--- config.mk ---
export PLATFORM = sky130hd
export DESIGN_NAME = chimera_clu_wake_seq_flat
export DESIGN_NICKNAME = d
export VERILOG_FILES = /design/src/rtl/chimera_clu_wake_seq_if.sv /design/src/rtl/chimera_clu_wake_seq.sv /design/src/flat_wrapper.sv
export SDC_FILE = /design/constraint.sdc
export NUM_CORES = 1
export LEC_CHECK = 0
export ABC_AREA = 1
export CAP_MARGIN = 20
export CORE_MARGIN = 5
export CORE_UTILIZATION = 55
export DETAILED_ROUTE_END_ITERATION = 10
export PLACE_DENSITY = 0.85
export SETUP_SLACK_MARGIN = 0.5
export SLEW_MARGIN = 25
export SYNTH_ARGS = -nofsm -noshare
export SYNTH_HDL_FRONTEND = slang
export SYNTH_SLANG_ARGS = --single-unit
--- constraint.sdc ---
create_clock -name i_soc_clk -period 3.4 [get_ports i_soc_clk]
set_clock_uncertainty 0.15 [all_clocks]
set_input_delay 0.68 -clock i_soc_clk [delete_from_list [all_inputs] [get_ports i_soc_clk]]
set_output_delay 0.68 -clock i_soc_clk [all_outputs]
set_load 0.05 [all_outputs]
--- src/rtl/chimera_clu_wake_seq_if.sv ---
// Host-side command/response handshake of the cluster wake/sleep sequencer.
// NumClusters must match the value given to the sequencer that uses it.
interface chimera_clu_wake_seq_if #(
  parameter int unsigned NumClusters = 5
) ();
  localparam int unsigned IdxW = (NumClusters > 1) ? $clog2(NumClusters) : 1;

  logic            req_valid;
  logic            req_ready;
  logic [IdxW-1:0] req_cluster;
  logic            req_sleep;
  logic            req_bypass;
  logic            resp_valid;
  logic            resp_ready;
  logic            resp_error;

  modport master (
    output req_valid, req_cluster, req_sleep, req_bypass, resp_ready,
    input  req_ready, resp_valid, resp_error
  );

  modport slave (
    input  req_valid, req_cluster, req_sleep, req_bypass, resp_ready,
    output req_ready, resp_valid, resp_error
  );
endinterface

--- src/rtl/chimera_clu_wake_seq.sv ---
// Wake/sleep sequencer for the external Snitch clusters: gates cluster clocks,
// selects wide-memory bypass and pulses msip to every hart of a woken cluster.
module chimera_clu_wake_seq #(
  parameter int unsigned NumClusters     = 5,
  parameter int unsigned CoresPerCluster = 9,
  parameter int unsigned SettleCycles    = 16,
  parameter int unsigned IrqPulseCycles  = 4,
  parameter int unsigned IdleTimeout     = 1024
) (
  input  logic                                   i_soc_clk,
  input  logic                                   i_rst,
  chimera_clu_wake_seq_if.slave                  bus,
  input  logic [NumClusters-1:0]                 i_clu_idle,
  output logic [NumClusters-1:0]                 o_clu_clk_en,
  output logic [NumClusters-1:0]                 o_widemem_bypass,
  output logic [NumClusters*CoresPerCluster-1:0] o_msip,
  output logic                                   o_busy
);
  localparam int unsigned IdxW   = (NumClusters > 1) ? $clog2(NumClusters) : 1;
  localparam int unsigned MaxA   = (SettleCycles > IrqPulseCycles) ? SettleCycles : IrqPulseCycles;
  localparam int unsigned MaxCnt = (MaxA > IdleTimeout) ? MaxA : IdleTimeout;
  localparam int unsigned CntW   = $clog2(MaxCnt) + 1;
  localparam int unsigned MsipW  = NumClusters * CoresPerCluster;

  localparam logic [CntW-1:0] CntOne     = {{(CntW-1){1'b0}}, 1'b1};
  localparam logic [CntW-1:0] SettleLast = CntW'(SettleCycles - 1);
  localparam logic [CntW-1:0] IrqLen     = CntW'(IrqPulseCycles);
  localparam logic [CntW-1:0] IdleLast   = CntW'(IdleTimeout - 1);

  localparam logic [2:0] S_IDLE   = 3'd0;
  localparam logic [2:0] S_SETTLE = 3'd1;
  localparam logic [2:0] S_IRQ    = 3'd2;
  localparam logic [2:0] S_DRAIN  = 3'd3;
  localparam logic [2:0] S_RESP   = 3'd4;

  logic [2:0]             r_state;
  logic [CntW-1:0]        r_cnt;
  logic [IdxW-1:0]        r_cluster;
  logic [NumClusters-1:0] r_clk_en;
  logic [NumClusters-1:0] r_bypass;
  logic [MsipW-1:0]       r_msip;
  logic                   r_req_ready;
  logic                   r_resp_valid;
  logic                   r_resp_error;
  logic                   r_busy;

  logic [NumClusters-1:0] w_req_hit;
  logic [NumClusters-1:0] w_cur_hit;
  logic [MsipW-1:0]       w_msip_mask;
  logic                   w_accept;
  logic                   w_req_in_range;
  logic                   w_req_clk_on;
  logic                   w_cur_idle;

  // One-hot decode of the incoming and latched cluster; out-of-range indices decode to zero.
  always_comb begin
    w_req_hit   = '0;
    w_cur_hit   = '0;
    w_msip_mask = '0;
    for (int c = 0; c < NumClusters; c++) begin
      w_req_hit[c] = (bus.req_cluster == IdxW'(c));
      w_cur_hit[c] = (r_cluster == IdxW'(c));
      w_msip_mask[c*CoresPerCluster +: CoresPerCluster] = {CoresPerCluster{w_cur_hit[c]}};
    end
  end

  assign w_accept       = bus.req_valid & r_req_ready;
  assign w_req_in_range = |w_req_hit;
  assign w_req_clk_on   = |(r_clk_en & w_req_hit);
  assign w_cur_idle     = |(i_clu_idle & w_cur_hit);

  // Sequencer state, phase counter and all registered outputs.
  always_ff @(posedge i_soc_clk) begin
    if (i_rst) begin
      r_state      <= S_IDLE;
      r_cnt        <= '0;
      r_cluster    <= '0;
      r_clk_en     <= '0;
      r_bypass     <= '0;
      r_msip       <= '0;
      r_req_ready  <= 1'b1;
      r_resp_valid <= 1'b0;
      r_resp_error <= 1'b0;
      r_busy       <= 1'b0;
    end else begin
      case (r_state)
        S_IDLE: begin
          if (w_accept) begin
            r_cluster   <= bus.req_cluster;
            r_cnt       <= '0;
            r_req_ready <= 1'b0;
            r_busy      <= 1'b1;
            if (!w_req_in_range) begin
              r_state      <= S_RESP;
              r_resp_valid <= 1'b1;
              r_resp_error <= 1'b1;
            end else if (!bus.req_sleep) begin
              // Clock and bypass are applied at the accept edge so settle starts immediately.
              r_clk_en <= r_clk_en | w_req_hit;
              r_bypass <= (r_bypass & ~w_req_hit) | (bus.req_bypass ? w_req_hit : '0);
              r_state  <= w_req_clk_on ? S_IRQ : S_SETTLE;
            end else if (!w_req_clk_on) begin
              r_state      <= S_RESP;
              r_resp_valid <= 1'b1;
              r_resp_error <= 1'b0;
            end else begin
              r_state <= S_DRAIN;
            end
          end else begin
            r_state <= S_IDLE;
          end
        end
        S_SETTLE: begin
          if (r_cnt == SettleLast) begin
            r_state <= S_IRQ;
            r_cnt   <= '0;
          end else begin
            r_cnt <= r_cnt + CntOne;
          end
        end
        S_IRQ: begin
          if (r_cnt == IrqLen) begin
            r_msip       <= r_msip & ~w_msip_mask;
            r_state      <= S_RESP;
            r_resp_valid <= 1'b1;
            r_resp_error <= 1'b0;
          end else begin
            r_msip <= r_msip | w_msip_mask;
            r_cnt  <= r_cnt + CntOne;
          end
        end
        S_DRAIN: begin
          // Idle is tested first so it wins over a timeout on the same cycle.
          if (w_cur_idle) begin
            r_clk_en     <= r_clk_en & ~w_cur_hit;
            r_state      <= S_RESP;
            r_resp_valid <= 1'b1;
            r_resp_error <= 1'b0;
          end else if (r_cnt == IdleLast) begin
            r_state      <= S_RESP;
            r_resp_valid <= 1'b1;
            r_resp_error <= 1'b1;
          end else begin
            r_cnt <= r_cnt + CntOne;
          end
        end
        S_RESP: begin
          if (bus.resp_ready) begin
            r_state      <= S_IDLE;
            r_resp_valid <= 1'b0;
            r_resp_error <= 1'b0;
            r_req_ready  <= 1'b1;
            r_busy       <= 1'b0;
          end else begin
            r_state <= S_RESP;
          end
        end
        default: begin
          r_state      <= S_IDLE;
          r_cnt        <= '0;
          r_msip       <= '0;
          r_req_ready  <= 1'b1;
          r_resp_valid <= 1'b0;
          r_resp_error <= 1'b0;
          r_busy       <= 1'b0;
        end
      endcase
    end
  end

  assign bus.req_ready    = r_req_ready;
  assign bus.resp_valid   = r_resp_valid;
  assign bus.resp_error   = r_resp_error;
  assign o_clu_clk_en     = r_clk_en;
  assign o_widemem_bypass = r_bypass;
  assign o_msip           = r_msip;
  assign o_busy           = r_busy;
endmodule

--- src/flat_wrapper.sv ---
// flat-port wrapper written by rule: the top's interface ports become plain ports
module chimera_clu_wake_seq_flat 
#(
  parameter int unsigned NumClusters     = 5,
  parameter int unsigned CoresPerCluster = 9,
  parameter int unsigned SettleCycles    = 16,
  parameter int unsigned IrqPulseCycles  = 4,
  parameter int unsigned IdleTimeout     = 1024
)
  (i_soc_clk, i_rst, i_clu_idle, o_clu_clk_en, o_widemem_bypass, o_msip, o_busy, bus_req_valid, bus_req_cluster, bus_req_sleep, bus_req_bypass, bus_resp_ready, bus_req_ready, bus_resp_valid, bus_resp_error);
  chimera_clu_wake_seq_if #(.NumClusters(NumClusters)) bus_i ();
  input  logic i_soc_clk;
  input  logic i_rst;
  input  logic [NumClusters-1:0] i_clu_idle;
  output logic [NumClusters-1:0] o_clu_clk_en;
  output logic [NumClusters-1:0] o_widemem_bypass;
  output logic [NumClusters*CoresPerCluster-1:0] o_msip;
  output logic o_busy;
  input wire logic [$bits(bus_i.req_valid)-1:0] bus_req_valid;
  input wire logic [$bits(bus_i.req_cluster)-1:0] bus_req_cluster;
  input wire logic [$bits(bus_i.req_sleep)-1:0] bus_req_sleep;
  input wire logic [$bits(bus_i.req_bypass)-1:0] bus_req_bypass;
  input wire logic [$bits(bus_i.resp_ready)-1:0] bus_resp_ready;
  output wire logic [$bits(bus_i.req_ready)-1:0] bus_req_ready;
  output wire logic [$bits(bus_i.resp_valid)-1:0] bus_resp_valid;
  output wire logic [$bits(bus_i.resp_error)-1:0] bus_resp_error;
  assign bus_i.req_valid = bus_req_valid;
  assign bus_i.req_cluster = bus_req_cluster;
  assign bus_i.req_sleep = bus_req_sleep;
  assign bus_i.req_bypass = bus_req_bypass;
  assign bus_i.resp_ready = bus_resp_ready;
  assign bus_req_ready = bus_i.req_ready;
  assign bus_resp_valid = bus_i.resp_valid;
  assign bus_resp_error = bus_i.resp_error;
  chimera_clu_wake_seq #(.NumClusters(NumClusters), .CoresPerCluster(CoresPerCluster), .SettleCycles(SettleCycles), .IrqPulseCycles(IrqPulseCycles), .IdleTimeout(IdleTimeout)) u_core (.i_soc_clk(i_soc_clk), .i_rst(i_rst), .bus(bus_i), .i_clu_idle(i_clu_idle), .o_clu_clk_en(o_clu_clk_en), .o_widemem_bypass(o_widemem_bypass), .o_msip(o_msip), .o_busy(o_busy));
endmodule
==> impl_metrics.csv, run 1 <==
group,metric,value,unit
grt,grt_overflow,0,
critical_path,worstSetupStartpointType,"flip-flop",
placement,io_buffers,72,
logic_synthesis,synth_cell_types,33,
cts,clockRootBuffer,"clkbuf_8",
die,num_rows,29,
critical_path,crit_buf_inv,1,
job,maxCapViolations,0,
logic_synthesis,syn_avg_cell_area,7.095,um^2
logic_synthesis,ys_seq_elements,76,
detailed_routing,drt.antenna.violating_nets,0,
critical_path,r2r_start,"u_core.r_cnt[0]$_SDFFE_PP0P_",
placement,place.gp.congestion,0.9648,
detailed_routing,wire_per_inst,14.08,um
critical_path,worst-path-max-fanout,5,
die,die_area,7997,um^2
finish,antenna-diode-count,0,
logic_synthesis,ys_warn_count,0,
critical_path,regToRegEndpoint,"u_core.r_cnt[10]$_SDFFE_PP0P_",
detailed_routing,drt_iter0_drc,212,
logic_synthesis,synthArstFlopShare,0,
timing,drv_slew,0,
placement,dp_slack,776.0,ps
logic_synthesis,ys_seq_area_frac,0.4385,
die,fp.coreArea,6241,um^2
critical_path,reg2reg_depth,9,
cts,clkLatencyLatePin,350,ps
power,powerDensity,607.6,nW/um^2
die,start_util,0.5559,
cts,cts_tree,"done",
timing,slew_headroom,0.5466,
placement,dp_hpwl,6475,um
hold_path,min_to,"u_core.o_msip[6]$_SDFFE_PP0N_",
cts,clkSinkCount,76,
logic_synthesis,synth-edff-count,0,
critical_path,crit_arrival,1590,ps
critical_path,required,2570,ps
hold_path,hold_start,"u_core.o_msip[6]$_SDFFE_PP0N_",
timing,finalCritPeriodShare,0.7123,
timing,rsz0062_at_grt,"no",
timing,hold_viol_final,0,
die,die_w,89.43,um
run_status,outcome,"finished clean",
timing,setup_slack,978.2,ps
detailed_routing,viasPerCell,5.352,
finish,drive_gt1_frac,0.07544,
cts,cts_buffers,9,
finish,fillers,498,
timing,finalCriticalPeriod,2422,ps
critical_path,crit_type,"flip-flop to output pin",
grt,grt_max_degree,21,
timing,setup_viol,0,
cts,cts_buffer_depth,2,
critical_path,ff2ff_setup_slack,1120,ps
timing,fin_setup_tns,0,ps
finish,nets,583,
logic_synthesis,syn-num-nets,506,
power,leakage,1.813,nW
detailed_routing,vias,3463,
grt,antenna_found_initial,0,
finish,areaGrowthSynthToFinish,29.46,%
cts,clkTransAtPathRegs,80,ps
timing,worst_pin_slew,676.0,ps
timing,max_freq,412.9,MHz
cts,cts_setup_buffers,0,
detailed_routing,remaining_drc_errors,0,
die,io_pins,73,
hold_path,hp-class,"flip-flop to flip-flop",
grt,grt_pass1_wl,14750,um
critical_path,end_kind,"output pin",
cts,post_cts_resized,0,
power,peakVddDrop,0.4275,mV
detailed_routing,first_pass_iters,7,
grt,grt_pass1_vias,3186,
cts,cts_hold_repair.buffers,0,
detailed_routing,routed_wl,9112,um
logic_synthesis,ys.flop_type,"dfxtp_1",
critical_path,slowest_delay,830,ps
logic_synthesis,netlist_area,3470,um^2
critical_path,cp_slowest_cell,"clkdlybuf4s50_1",
hold_path,min_path_cells,2,
cts,htreeDepth,3,
grt,grt_util_all_layers,0.2356,
critical_path,worstPathCellList,"clkdlybuf4s50_1",
critical_path,crit_family,"buffers and inverters",
die,fp.dieH,89.43,um
logic_synthesis,syn_inst,489,
through the flow:
| step | cell area [um^2] | utilization | hold WS [ps] | std cells | total power, mW |
|---|---|---|---|---|---|
| 6_report | 4492 | 0.7197 | 296.4 | 647 | 2.729 |
| 5_1_grt | 4492 | 0.7197 | 318.4 | 647 | 2.866 |
| 4_1_cts | 4492 | 0.7197 | 298.0 | 647 | 2.726 |
| 3_5_place_dp | 4255 | 0.6818 | 286.6 | 632 | 1.909 |
| 3_3_place_gp | 4255 | 0.6818 | 281.5 | 632 | 1.889 |
| 2_1_floorplan | 3470 | - | 315.9 | 489 | 1.673 |
cell families after synthesis:
| kind of cell | Yosys count | synth area share |
|---|---|---|
| simple gates | 212 | 0.2827 |
| buf+inv | 95 | 0.1064 |
| flops | 76 | 0.4385 |
| compound gates | 103 | 0.1616 |
| fa+ha+maj | 3 | 0.01082 |
how the worst max path moves through the flow:
stage                                   startpoint                        endpoint  slack (ps)  cells past startpoint
2_1_floorplan                   bus_req_cluster[0]  u_core.r_state[2]$_SDFFE_PP0P_        1420                     11
3_3_place_gp                    bus_req_cluster[0]                       flip-flop         810                      7
3_5_place_dp                    bus_req_cluster[1]  u_core.r_state[0]$_SDFFE_PP0P_         780                     12
4_1_cts        u_core.o_clu_clk_en[4]$_SDFFE_PP0P_                 o_clu_clk_en[4]         980                      1
5_1_grt                         bus_req_cluster[0]                       flip-flop         900                      7
6_report       u_core.o_clu_clk_en[3]$_SDFFE_PP0P_                 o_clu_clk_en[3]         980                      1
power breakdown:
group | leakage (nW) | internal [mW] | switching, mW
Clock | 0.120 | 0.486 | 0.341
Sequential | 0.616 | 0.975 | 0.0807
Combinational | 1.08 | 0.254 | 0.592
state kept, by name (all words and copies together), names as in the netlist, named ones only:
name and flops:
u_core.bus.req_ready 1, u_core.bus.resp_error 1, u_core.bus.resp_valid 1, u_core.o_busy 1
u_core.o_clu_clk_en 5, u_core.o_msip 45, u_core.r_cluster 3, u_core.r_cnt 11
u_core.r_state 3
synth_stat cells, drive strengths merged, types with 3 or more instances:
master   n  area, um^2
ha       3       37.54
a21oi   74       370.4
clkbuf   4       15.01
nand2   95       381.6
nor2    40       180.2
nand4    8       50.05
o21ai   20       107.6
buf      3       23.77
inv     88       330.3
nor3     6       30.03
dfxtp   76        1521
o31ai    4       45.05
nand3   59       312.8
area by class of cell:
class | count | area [um^2] | area share
Multi-Input combinational cell | 318 | 1579 | 0.3515
Sequential cell | 76 | 1521 | 0.3387
Timing Repair Buffer | 73 | 728.2 | 0.1621
Inverter | 88 | 330.3 | 0.07354
Clock buffer | 9 | 123.9 | 0.02758
Clock inverter | 6 | 112.6 | 0.02507
Tap cell | 77 | 96.34 | 0.02145
routing by layer:
layer	vias to the layer above	global-route usage	wire, um
li1	1738	-	-
met1	1564	0.2961	3871
met2	135	0.3804	4289
met3	26	0.06452	701
met4	0	0.09878	249
met5	-	0	0
layout by cell type (no fill, tap or decap), types with 5 or more instances in the layout:
| cell | Yosys | layout |
|---|---|---|
| clkbuf_8 | 0 | 9 |
| nor2_2 | 6 | 6 |
| nand4_1 | 8 | 8 |
| inv_1 | 83 | 83 |
| nand2_1 | 89 | 89 |
| nor3_1 | 6 | 6 |
| a21oi_1 | 74 | 74 |
| o21ai_0 | 16 | 16 |
| dfxtp_1 | 76 | 76 |
| nor2_1 | 32 | 32 |
| inv_2 | 5 | 5 |
| nand3_1 | 57 | 57 |
| clkdlybuf4s50_1 | 0 | 72 |
Note: power is estimated with default switching activity, not from simulation.
==> run 2: changes to the inputs <==
CORE_UTILIZATION = 51   (was 55)
PLACE_DENSITY = 0.8   (was 0.85)
clock period = 2.4 ns   (was 3.4 ns; I/O delays follow)
==> run 2 against run 1 <==
  * Global-route usage down 2.2 points
  * Hold slack improved by 0.78 ps
  * Cell count up 2.8%
  * Via count is 2.5% higher
  * First-iteration DRC count increased by 43%
  * Die area grew 6.9%
  * Sequential power increased by 42%
  * Sequential share of layout area decreased by 0.84 points
  * Utilization shrank 3.1 points
  * Design area is 3.0% higher
  * Combinational power grew 57%
  * Critical endpoint is now o_msip[23]
  * Largest cell class unchanged
==> impl_metrics.csv, run 2 (synthesis gave the netlist of run 1 again) <==
group,metric,value,unit
critical_path,crit_type,"flip-flop to output pin",
finish,fin_cells,665,
grt,antenna_found_initial,0,
critical_path,crit_buf_inv,1,
critical_path,crit_family,"buffers and inverters",
detailed_routing,first_pass_iters,5,
timing,hold_viol_final,0,
detailed_routing,wire_per_inst,13.97,um
timing,rsz0062_at_grt,"yes",
finish,mostFrequentLayoutCells,"87 x nand2_1, 77 x inv_1, 74 x dfxtp_1, 73 x a21oi_1, 54 x nand3_1",
timing,worst_pin_slew,644.1,ps
grt,grt_pass1_wl,14700,um
die,fp.dieH,92.48,um
cts,cts_tree,"done",
critical_path,crit_arrival,1240,ps
cts,cts_buffer_depth,2,
finish,nets,598,
cts,clkLatencyLatePin,360,ps
timing,slew_headroom,0.5680,
power,powerDensity,842.4,nW/um^2
critical_path,cp_slowest_cell,"dlygate4sd2_1",
grt,grt_pass1_vias,3186,
timing,setup_viol,0,
placement,io_buffers,72,
finish,layout_commonest_cell,"nand2_1",
die,die_area,8553,um^2
placement,dp.cells,645,
run_status,outcome,"finished clean",
detailed_routing,drt.antenna.violating_nets,0,
cts,cts_buffers,9,
critical_path,path_depth,1,
die,num_rows,30,
power,leakage,2.056,nW
timing,finalCriticalPeriod,1866,ps
grt,grt_util_all_layers,0.2137,
finish,antenna-diode-count,0,
cts,cts_hold_repair.buffers,0,
critical_path,slowest_delay,540,ps
timing,finalCritPeriodShare,0.7777,
die,fp.coreArea,6719,um^2
placement,place.gp.congestion,0.8973,
die,io_pins,73,
cts,clkSinkCount,76,
critical_path,required,1770,ps
finish,drive_gt1_frac,0.1521,
finish,areaGrowthSynthToFinish,33.39,%
detailed_routing,remaining_drc_errors,0,
detailed_routing,vias,3548,
die,die_w,92.48,um
hold_path,min_path_cells,2,
placement,dp_hpwl,6759,um
critical_path,worstPathCellList,"dlygate4sd2_1",
power,peakVddDrop,0.3992,mV
cts,htreeDepth,3,
grt,grt_max_degree,20,
job,maxCapViolations,0,
timing,drv_slew,0,
cts,clockRootBuffer,"clkbuf_8",
grt,grt_overflow,0,
detailed_routing,drt_iter0_drc,304,
cts,clkTransAtPathRegs,80,ps
finish,largest_reg_flops,45,
critical_path,reg2reg_depth,6,
detailed_routing,routed_wl,9290,um
critical_path,worst-path-max-fanout,2,
finish,fillers,539,
die,start_util,0.5164,
detailed_routing,viasPerCell,5.335,
critical_path,end_kind,"output pin",
timing,fin_setup_tns,0,ps
timing,max_freq,535.8,MHz
hold_path,hp-class,"flip-flop to flip-flop",
critical_path,worstSetupStartpointType,"flip-flop",
[run 2: what timing repair did]
| action | CTS | global route |
|---|---|---|
| setup endpoints to repair | 107 | 78 |
| gates resized for setup | 77 | 58 |
| pin swaps | 0 | 3 |
| setup buffers | 0 | 5 |
[run 2: final timing paths]
| kind | startpoint | to | slack (ps) |
|---|---|---|---|
| setup / recovery | u_core.o_msip[23]$_SDFFE_PP0N_ | o_msip[23] | 530 |
| hold / removal | u_core.o_msip[28]$_SDFFE_PP0N_ | u_core.o_msip[28]$_SDFFE_PP0N_ | 300 |
| setup reg to reg | u_core.r_cnt[0]$_SDFFE_PP0P_ | u_core.o_msip[20]$_SDFFE_PP0N_ | 540 |
| hold reg to reg | u_core.o_msip[28]$_SDFFE_PP0N_ | u_core.o_msip[28]$_SDFFE_PP0N_ | 300 |
[run 2: worst min-delay path: stages, from the launching register on]
cell and delay (ps):
dfxtp_1 310, inv_1 50, a21oi_1 50
[run 2: power breakdown]
| part | internal, mW | switching (mW) | total, mW | leakage [nW] |
|---|---|---|---|---|
| registers | 1.38 | 0.117 | 1.50 | 0.617 |
| logic | 0.424 | 0.911 | 1.33 | 1.33 |
| clock network | 0.581 | 0.482 | 1.06 | 0.105 |
[run 2: layout make-up]
| type | count | area [um^2] | share of cell area |
|---|---|---|---|
| Clock inverter | 6 | 90.09 | 0.01946 |
| Tap cell | 80 | 100.1 | 0.02163 |
| Inverter | 88 | 332.8 | 0.07191 |
| Multi-Input combinational cell | 318 | 1672 | 0.3612 |
| Timing Repair Buffer | 88 | 780.7 | 0.1687 |
| Clock buffer | 9 | 123.9 | 0.02676 |
| Sequential cell | 76 | 1529 | 0.3304 |
[run 2: routing by layer]
layer | track usage | routed length (um)
met3 | 0.05849 | 671
met1 | 0.2753 | 4022
met5 | 0 | 0
met4 | 0.09035 | 142
met2 | 0.3360 | 4453
[run 2: metrics by stage]
stage / area, um^2 / util / worst slack (ps) / power, mW / hold WS (ps)
detailed placement: 4334 / 0.6451 / 4.158 / 2.764 / 289.0
global placement: 4334 / 0.6451 / 49.43 / 2.736 / 280.8
CTS: 4493 / 0.6687 / 434.6 / 3.772 / 295.5
global route: 4628 / 0.6888 / 449.3 / 4.087 / 315.1
finish: 4628 / 0.6888 / 533.5 / 3.899 / 297.1
floorplan: 3471 / - / 544.9 / 2.372 / 315.9
==> run 3: changes to the inputs <==
CORE_UTILIZATION = 46   (was 51)
PLACE_DENSITY = 0.76   (was 0.8)
clock period = 1.6 ns   (was 2.4 ns; I/O delays follow)
==> run 3 against run 2 <==
  * The flow now stops in global routing (5_1_grt)
  * Synthesized cell count is the same
  * Synthesized area is the same
==> impl_metrics.csv, run 3 <==
group,metric,value,unit
logic_synthesis,yosys.area_share.adder,0.01082,
placement,place_area,5693,um^2
logic_synthesis,synth-edff-count,0,
logic_synthesis,syn_inst,489,
logic_synthesis,synthXorXnorAreaFrac,0,
cts,cts_buffers,9,
logic_synthesis,synth-simple-area-share,0.2827,
logic_synthesis,ys_seq_area_frac,0.4385,
run_status,outcome,"stopped before the end",
logic_synthesis,muxShareOfSynthArea,0,
logic_synthesis,synth_top_family_by_area,"simple AND/OR/NAND/NOR gates",
placement,dp.cells,732,
timing,worstEndpointType,"sequential cell input",
placement,dp_hpwl,8687,um
logic_synthesis,syn-num-nets,506,
run_status,firstError,"[ERROR GRT-0232] Routing congestion too high. Check the congestion heatmap in the GUI.",
cts,clockRootBuffer,"clkbuf_8",
cts,htreeDepth,3,
logic_synthesis,synth_cell_types,33,
die,die_w,96.85,um
grt,grt_overflow,85,
die,start_util,0.4758,
logic_synthesis,ys_warn_count,0,
logic_synthesis,ys_seq_elements,76,
placement,place.gp.congestion,0.9548,
die,num_rows,31,
logic_synthesis,synth_compound_area_frac,0.1616,
run_status,stop_stage,"global routing (5_1_grt)",
logic_synthesis,ys_top_cells_by_count,"89 x nand2_1, 83 x inv_1, 76 x dfxtp_1",
logic_synthesis,netlist_area,3470,um^2
grt,grt_util_all_layers,0.6615,
logic_synthesis,syn_avg_cell_area,7.095,um^2
placement,dp_slack,-597.1,ps
logic_synthesis,netlist_top_cells_area,"dfxtp_1 44%, a21oi_1 11%, nand2_1 9.6%, inv_1 9.0%, nand3_1 8.2%",
cts,clkSinkCount,76,
logic_synthesis,yosysMostFrequentCell,"nand2_1",
logic_synthesis,synthArstFlopShare,0,
logic_synthesis,yosysTopAreaCellShare,0.4385,
placement,io_buffers,72,
cts,cts_buffer_depth,2,
logic_synthesis,yosys.area.top_type,"dfxtp_1",
grt,grt_max_degree,20,
die,fp.dieH,96.85,um
timing,worst_endpoint,"u_core.r_state[2]$_SDFFE_PP0P_/D",
die,io_pins,73,
logic_synthesis,ys.flop_type,"dfxtp_1",
## run 3: cell counts after synthesis
Identical to the previous run, type by type.
## run 3: layer usage
layer | GRT usage | GRT overflow
met2 | 0.8689 | 40
met1 | 0.6535 | 0
met3 | 0.4439 | 1
met4 | 0.7127 | 44
met5 | 0.01648 | 0
## run 3: per-stage QoR
| stage | util | hold WS (ps) |
|---|---|---|
| floorplan | - | 320.2 |
| global placement | 0.7807 | 319.2 |
| detailed placement | 0.7807 | 326.5 |
| CTS | 0.8777 | 316.8 |
## run 3: logic make-up after synthesis
family                   count (synthesis)
AND/OR/NAND/NOR                        212
AO/OA/AOI/OAI                          103
buffers and inverters                   95
flip-flops                              76
adder cells (fa/ha/maj)                  3
## run 3: timing repair
item | 4_1_cts
endpoints found under the hold margin | 0
pin swaps | 25
setup buffers | 16
gates resized for setup | 135
gates cloned | 4
setup endpoints to repair | 135
hold buffers | 0
==> run 4: changes to the inputs <==
CORE_UTILIZATION = 40   (was 46)
PLACE_DENSITY = unset   (was 0.76)
PLACE_DENSITY_LB_ADDON = 0.15   (was unset)
SETUP_SLACK_MARGIN = unset   (was 0.5)
clock period = 2.1 ns   (was 1.6 ns; I/O delays follow)
==> run 4 against run 3 <==
  * The run now ends clean
==> impl_metrics.csv, run 4 (synthesis gave the netlist of run 1 again) <==
group,metric,value,unit
cts,clkTransAtPathRegs,90,ps
timing,max_freq,484.5,MHz
critical_path,crit_arrival,1490,ps
finish,largest_reg_flops,45,
finish,areaGrowthSynthToFinish,36.60,%
detailed_routing,viasPerCell,4.839,
cts,clkSinkCount,76,
timing,setup_viol,0,
timing,rsz0062_at_grt,"no",
detailed_routing,vias,3450,
placement,dp.cells,697,
timing,drv_slew,0,
timing,finalCriticalPeriod,2064,ps
finish,nets,617,
grt,grt_max_degree,18,
cts,cts_buffer_depth,2,
finish,layout_commonest_cell,"nand2_1",
run_status,outcome,"finished clean",
die,die_w,103.1,um
grt,grt_pass1_vias,3287,
finish,mostFrequentLayoutCells,"89 x nand2_1, 83 x inv_1, 75 x dfxtp_1, 74 x a21oi_1, 57 x nand3_1",
cts,clockRootBuffer,"clkbuf_8",
critical_path,worst-path-max-fanout,2,
cts,cts_setup_buffers,0,
detailed_routing,wire_per_inst,13.05,um
timing,worst_pin_slew,517.4,ps
die,start_util,0.4038,
grt,grt_pass1_wl,15190,um
critical_path,crit_family,"buffers and inverters",
critical_path,required,1530,ps
grt,antenna_found_initial,0,
die,num_rows,34,
critical_path,crit_buf_inv,1,
power,powerDensity,912.0,nW/um^2
critical_path,worstPathCellList,"clkdlybuf4s50_1",
finish,drive_gt1_frac,0.1620,
placement,place.gp.congestion,0.8833,
finish,antenna-diode-count,0,
detailed_routing,first_pass_iters,4,
hold_path,hp-class,"flip-flop to flip-flop",
critical_path,slowest_delay,800,ps
power,peakVddDrop,0.5767,mV
detailed_routing,drt.antenna.violating_nets,0,
cts,cts_hold_repair.buffers,0,
cts,cts_buffers,9,
detailed_routing,routed_wl,9308,um
cts,htreeDepth,3,
critical_path,crit_type,"flip-flop to output pin",
finish,fin_cells,713,
placement,io_buffers,72,
power,finalPower,4.323,mW
critical_path,end_kind,"output pin",
grt,grt_util_all_layers,0.1816,
power,leakage,2.407,nW
die,die_area,10640,um^2
placement,dp_hpwl,7114,um
die,io_pins,73,
die,fp.dieH,103.1,um
cts,clkLatencyLatePin,370,ps
critical_path,cp_slowest_cell,"clkdlybuf4s50_1",
detailed_routing,remaining_drc_errors,0,
grt,grt_overflow,0,
critical_path,worstSetupStartpointType,"flip-flop",
timing,slew_headroom,0.6545,
detailed_routing,drt_iter0_drc,132,
finish,fillers,844,
timing,finalCritPeriodShare,0.9828,
timing,hold_viol_final,0,
cts,cts_tree,"done",
job,maxCapViolations,0,
die,fp.coreArea,8593,um^2
## run 4: path summary, 6_finish.rpt
check / from / end / slack, ps / cells past startpoint
hold / removal: u_core.o_msip[8]$_SDFFE_PP0N_ / u_core.o_msip[8]$_SDFFE_PP0N_ / 300 / 2
hold reg to reg: u_core.o_msip[8]$_SDFFE_PP0N_ / u_core.o_msip[8]$_SDFFE_PP0N_ / 300 / 2
setup / recovery: u_core.o_msip[42]$_SDFFE_PP0N_ / o_msip[42] / 40 / 1
setup reg to reg: u_core.r_state[2]$_SDFFE_PP0P_ / u_core.o_msip[1]$_SDFFE_PP0N_ / 210 / 7
## run 4: final cells by class
cell class,count,area [um^2],area share
clock buffer,9,123.9,0.02614
clock inverter,7,76.32,0.01610
inverter,88,330.3,0.06969
multi-input combinational,318,1579,0.3332
sequential,76,1523,0.3213
tap,108,135.1,0.02851
timing repair buffer,107,972.2,0.2051
## run 4: per-stage QoR
step                      setup WS (ps)  TNS [ps]  cell area, um^2  hold WS [ps]    util
after floorplan                   175.8         0             3470         315.9       -
after global placement           -91.97    -188.6             4527         282.5  0.5268
after detailed placement         -178.7    -505.8             4527         287.1  0.5268
after CTS                       0.09237         0             4698         301.3  0.5467
after global routing              6.497         0             4740         320.6  0.5515
final                             36.17         0             4740         295.8  0.5515
## run 4: where the power goes
group	switching, mW	leakage (nW)	internal (mW)
logic	0.977	1.69	0.494
registers	0.130	0.616	1.58
clock network	0.666	0.103	0.476
total	1.77	2.41	2.55
## run 4: layer usage
layer | GRT usage | part of all wire | vias up
met2 | 0.3069 | 0.51 | 74
met3 | 0.05074 | 0.057 | 6
met4 | 0.06175 | 0.0091 | 0
met1 | 0.2221 | 0.43 | 1562
met5 | 0 | 0 | -
li1 | - | - | 1808
## run 4: repair_timing
| action | CTS | global route |
|---|---|---|
| resized for setup | 23 | 17 |
| setup endpoints to repair | 23 | 17 |
| hold endpoints to repair | 0 | 0 |
